$ cat src/rtl/cpu_pkg.sv
// Shared definitions for the simple CPU control path: opcodes, FSM steps, IR fields.
// Latency: n/a (package only).
// Backpressure: n/a.
package cpu_pkg;

    localparam int OPC_W = 3;
    localparam int REG_W = 3;
    localparam int IR_W  = OPC_W + 2 * REG_W;

    localparam logic [OPC_W-1:0] OP_MV   = 3'b000;
    localparam logic [OPC_W-1:0] OP_MVI  = 3'b001;
    localparam logic [OPC_W-1:0] OP_ADD  = 3'b010;
    localparam logic [OPC_W-1:0] OP_SUB  = 3'b011;
    localparam logic [OPC_W-1:0] OP_MVNZ = 3'b100;

    // One state per instruction step; T0 is fetch/idle.
    typedef enum logic [1:0] {
        T0 = 2'd0,
        T1 = 2'd1,
        T2 = 2'd2,
        T3 = 2'd3
    } state_t;

endpackage

$ cat src/rtl/dec3to8.sv
// 3-to-8 one-hot decoder with enable, used for the register write strobes.
// Latency: combinational.
// Backpressure: none.
module dec3to8 (
    input  logic [2:0] i_sel,
    input  logic       i_en,
    output logic [7:0] o_onehot
);

    assign o_onehot = i_en ? (8'b0000_0001 << i_sel) : 8'b0;

endmodule

$ cat src/rtl/control_unit.sv
// Multi-cycle control FSM for mv/mvi/add/sub (+ mvnz when CTRL_MVNZ_EN is defined).
// Latency: mv/mvi/undefined 2 cycles, add/sub 4 cycles; outputs combinational from state and IR.
// Backpressure: Run is only sampled in T0; while an instruction executes Run is ignored.
module control_unit
    import cpu_pkg::*;
#(
    parameter int N = 16
) (
    input  logic         Clock,
    input  logic         Reset,
    input  logic         Run,
    input  logic [N-1:0] DIN,
    input  logic         Gnz,
    output logic [7:0]   selectR,
    output logic         selectG,
    output logic         selectDin,
    output logic [7:0]   Rin,
    output logic         Ain,
    output logic         Gin,
    output logic         AddSub,
    output logic         IRin,
    output logic         Done
);

    state_t            r_state;
    logic [IR_W-1:0]   r_ir;

    logic [OPC_W-1:0]  w_op;
    logic [REG_W-1:0]  w_x;
    logic [REG_W-1:0]  w_y;
    logic              w_rin_en;
    logic              w_unused;

    assign w_op = r_ir[8:6];
    assign w_x  = r_ir[5:3];
    assign w_y  = r_ir[2:0];

    // Low DIN bits carry no instruction fields; Gnz is only consulted with mvnz.
    assign w_unused = ^{Gnz, DIN[N-10:0]};

    // Step sequencer and instruction register; IR captured on the T0 -> T1 transition.
    always_ff @(posedge Clock) begin
        if (Reset) begin
            r_state <= T0;
            r_ir    <= '0;
        end else begin
            case (r_state)
                T0: begin
                    if (Run) begin
                        r_ir    <= DIN[N-1:N-9];
                        r_state <= T1;
                    end
                end
                T1: begin
                    if (w_op == OP_ADD || w_op == OP_SUB) begin
                        r_state <= T2;
                    end else begin
                        r_state <= T0;
                    end
                end
                T2:      r_state <= T3;
                default: r_state <= T0;
            endcase
        end
    end

    // Per-step control decode; everything held at zero while Reset is high.
    always_comb begin
        selectR   = 8'd0;
        selectG   = 1'b0;
        selectDin = 1'b0;
        Ain       = 1'b0;
        Gin       = 1'b0;
        AddSub    = 1'b0;
        IRin      = 1'b0;
        Done      = 1'b0;
        w_rin_en  = 1'b0;
        if (!Reset) begin
            case (r_state)
                T0: IRin = Run;
                T1: begin
                    case (w_op)
                        OP_MV: begin
                            selectR  = {5'd0, w_y};
                            w_rin_en = 1'b1;
                            Done     = 1'b1;
                        end
                        OP_MVI: begin
                            selectDin = 1'b1;
                            w_rin_en  = 1'b1;
                            Done      = 1'b1;
                        end
                        OP_ADD, OP_SUB: begin
                            selectR = {5'd0, w_x};
                            Ain     = 1'b1;
                        end
`ifdef CTRL_MVNZ_EN
                        OP_MVNZ: begin
                            selectR  = {5'd0, w_y};
                            w_rin_en = Gnz;
                            Done     = 1'b1;
                        end
`endif
                        default: Done = 1'b1;
                    endcase
                end
                T2: begin
                    selectR = {5'd0, w_y};
                    Gin     = 1'b1;
                    AddSub  = w_op[0];
                end
                default: begin
                    selectG  = 1'b1;
                    w_rin_en = 1'b1;
                    Done     = 1'b1;
                end
            endcase
        end
    end

    dec3to8 u_dec_rin (
        .i_sel    (w_x),
        .i_en     (w_rin_en),
        .o_onehot (Rin)
    );

endmodule

$ cat config.mk
export PLATFORM = sky130hd
export DESIGN_NAME = control_unit
export DESIGN_NICKNAME = d
export VERILOG_FILES = /design/src/rtl/cpu_pkg.sv /design/src/rtl/dec3to8.sv /design/src/rtl/control_unit.sv
export SDC_FILE = /design/constraint.sdc
export NUM_CORES = 1
export LEC_CHECK = 0
export ABC_AREA = 1
export BUFFER_PORTS_ARGS = -buffer_cell sky130_fd_sc_hd__buf_2
export CAP_MARGIN = 20
export CORE_MARGIN = 3
export CORE_UTILIZATION = 43
export CTS_CLUSTER_SIZE = 8
export DETAILED_ROUTE_END_ITERATION = 10
export PLACE_DENSITY_LB_ADDON = 0.12
export SLEW_MARGIN = 15
export SYNTH_ARGS = -nofsm -noshare
export SYNTH_HDL_FRONTEND = slang
export SYNTH_SLANG_ARGS = --single-unit
$ cat constraint.sdc
create_clock -name Clock -period 1.5 [get_ports Clock]
set_clock_uncertainty 0.1 [all_clocks]
set_input_delay 0.225 -clock Clock [delete_from_list [all_inputs] [get_ports Clock]]
set_output_delay 0.225 -clock Clock [all_outputs]
set_load 0.05 [all_outputs]
==> results.md <==
- RSZ-0062 raised after global routing: true
- Finished Core Util: 93.7%
- Die Width: 48.7 um
- DP Wirelength: 1760 um
- Area Growth Syn to Fin: 92.2%
- Violated checks: setup timing
- Final #Nets: 196
- Setup slack after layout: -0.526 ns
- Endpoints failing hold: 0
- DRC errors left: 0
- Pin count of the biggest net entering global routing: 11
- Avg WL per Cell: 17.6 um
- CTS root buf: clkbuf_4
- Final Critical Period: 2.03 ns
- DR vias: 1,092
- Seq/Total Area, Yosys: 28.0%
- Synth Instances: 124
- Crit Path Category: register to primary output
- CTS Buf Count: 3
- Filler instances: 58
- Largest area contributor in the netlist: dfxtp_1
- Hold crit path type: primary input to register
- Worst r2r dst: r_ir[5]
- Top cell type's share of synthesized area: 28.0%
- Max Clk Rate: 0.494 GHz
- Reg-to-reg slack, setup: -0.02 ns
- Crit path arrival time: 1.70 ns
- HP Start: DIN[7]
- RePlAce Congestion: 0.789
- Inserted Diodes: 0
- Reg power frac: 30.0%
- Count of port buffers added during placement: 29
- Slew Limit Fails: 0
- Combinational power share: 51.2%
- Die Span Y: 48.7 um
- Cts hold-fix bufs: 0
- Die ar.: 0.00238 sq mm
- Clock Latency Late Sink: 0.29 ns
- Initial antenna violation count: 0
- Clk sinks: 11
- Placed Cells: 188
- CTS Buffer Depth: 2
- Clock power frac: 18.8%
- First-pass GRT wire length: 4570 um
- Post-DR vias/cell: 5.60
- Post-Syn Area: 786 sq um
- Antenna viol nets, final: 0
- Maximum vdd drop: 734 uV
- Overflow after GRT: 0
- All-Layer GR Usage: 24.7%
- Area of the core: 0.00161 sq mm
- CTS tree: done
- Reg2reg start: r_state[1]
- Status: complete, but fails checks
- Final WL: 3430 um
- Setup TNS Final: -6.89 ns
- CTS clk-pin slew, worst paths: 0.09 ns
- Non-filler cells, final: 195
- Synth Register Bits: 11
- WHS Endpoint: r_ir[0]
- H-tree levels: 1
- Library cells used by synthesis: 18
- DRT iter0 DRCs: 21
- Avg Inst Size Synth: 6.34 sq um
- Initial core utilization: 48.8%
- Final period util: 135%
- Total of max-cap violations: 0
- I/O pin cnt: 43
- Power per standard cell area: 814 mW/mm^2
- Fraction of layout cells with a size suffix above 1: 56.7%
- Net switching power: 0.566 mW
- Endpoints failing setup: 20
- Critical Path Start Type: register
- Internal power: 0.664 mW
- Worst path required time: 1.17 ns
- CP Max Fanout: 8
- Power, Total: 1.23 mW
- Worst Setup End Kind: primary output
- Leakage: 0.618 nW
- Site Rows: 14
- DR pass1 iterations: 4
- Switch share: 46.0%
- Ys Warns: 0
- Reg2Reg Depth: 8
- Hold Path Depth: 3
- Area contributors post-synth: dfxtp_1 28%, nor2_1 14%, nand2_1 8.1%, ha_1 6.4%, inv_1 6.2%
- Vias in the first global route: 1,003
-- how the worst max path moves through the flow --
stage / from / to / slack, ns / depth (start not counted)
after global placement: r_state[0] / Rin[0] / -0.24 / 8
after detailed placement: r_state[1] / Rin[0] / -0.31 / 7
after floorplan: r_state[0] / Rin[0] / -0.19 / 7
after CTS: r_state[0] / Rin[2] / -0.47 / 8
after global routing: r_state[0] / Rin[1] / -0.56 / 8
final: r_state[0] / Rin[1] / -0.53 / 8
-- through the flow --
step / worst slack, ns / hold WS [ns] / instance area, sq um
after detailed placement: -0.309 / 0.377 / 1190
after global routing: -0.563 / 0.109 / 1510
after CTS: -0.465 / 0.0975 / 1390
final: -0.526 / 0.0925 / 1510
after global placement: -0.242 / 0.368 / 1190
after floorplan: -0.188 / 0.271 / 981
-- worst max-delay path, cell delays in order (launching register included) --
cell and delay, ns:
dfxtp_4 0.39, inv_4 0.05, ha_4 0.17, nor2_4 0.14
nor2_4 0.06, nor2_4 0.16, nand2_8 0.13, nor2_4 0.16
buf_6 0.17
-- kinds of logic (layout without fill, tap and decap cells) --
kind of cell,Yosys count,in the layout,synth area share (%)
AND/OR/NAND/NOR,66,66,36.3
buffers and inverters,23,66,16.7
AO/OA/AOI/OAI,19,19,12.1
flip-flops,11,11,28.0
adder cells (fa/ha/maj),4,4,6.37
other,1,5,0.477
-- state kept, by name, summed over array words and instances (netlist names) --
signal and flops:
r_ir 9, r_state 2
-- power groups by stage --
stage	logic (mW)	registers, mW	clock network (mW)
global route	0.662	0.371	0.239
finish	0.630	0.369	0.232
CTS	0.528	0.362	0.213
detailed placement	0.475	0.368	0
global placement	0.460	0.366	0
floorplan	0.358	0.364	0
-- synth_stat cells --
cell / count
nor2_1: 29
inv_2: 1
buf_6: 3
a21oi_1: 8
nand3_1: 8
conb_1: 1
nor3_1: 2
o21ai_1: 3
dfxtp_1: 11
nand4_1: 3
nor2_2: 4
o21ai_0: 8
nand2_2: 2
nor4_1: 1
nand2_1: 17
buf_4: 6
ha_1: 4
inv_1: 13
-- what timing repair did --
action                                  in CTS  in global routing
pin swaps                                    8                 19
endpoints found under the setup margin      18                 28
setup buffers                                2                  2
gates cloned                                 0                  0
resized for setup                           50                 31
-- placed cells by master (no fill, tap or decap) --
cell type	synthesis	final
nor2_4	0	18
buf_4	6	16
nand2_1	17	15
buf_6	3	12
buf_2	0	11
buf_8	0	9
dfxtp_1	11	9
inv_1	13	8
nand3_1	8	8
nor2_1	29	8
a21oi_1	8	8
nor2_2	4	7
o21ai_0	8	6
conb_1	1	5
ha_4	0	4
inv_4	0	3
nand4_1	3	3
o21ai_1	3	3
clkbuf_4	0	3
o21ai_2	0	2
inv_2	1	2
nor3_4	0	2
nand2_4	0	2
dfxtp_4	0	2
nand2_8	0	1
inv_6	0	1
nor4_4	0	1
nand2_2	2	1
clkbuf_1	0	1
-- cell type report --
cell class	count	area (sq um)	share of cell area, %
timing repair buffer	48	445	29.5
sequential	11	228	15.1
inverter	14	65.1	4.31
multi-input combinational	94	716	47.4
tap	24	30.0	1.99
clock buffer	4	26.3	1.74
-- per-layer routing --
metal	GRT usage (%)	up-vias	routed length [um]
li1	-	480	-
met1	26.0	524	1240
met2	47.5	67	1850
met3	3.99	21	199
met4	10.4	0	146
met5	0	-	0
No activity file was read; power rests on OpenSTA's default activity.
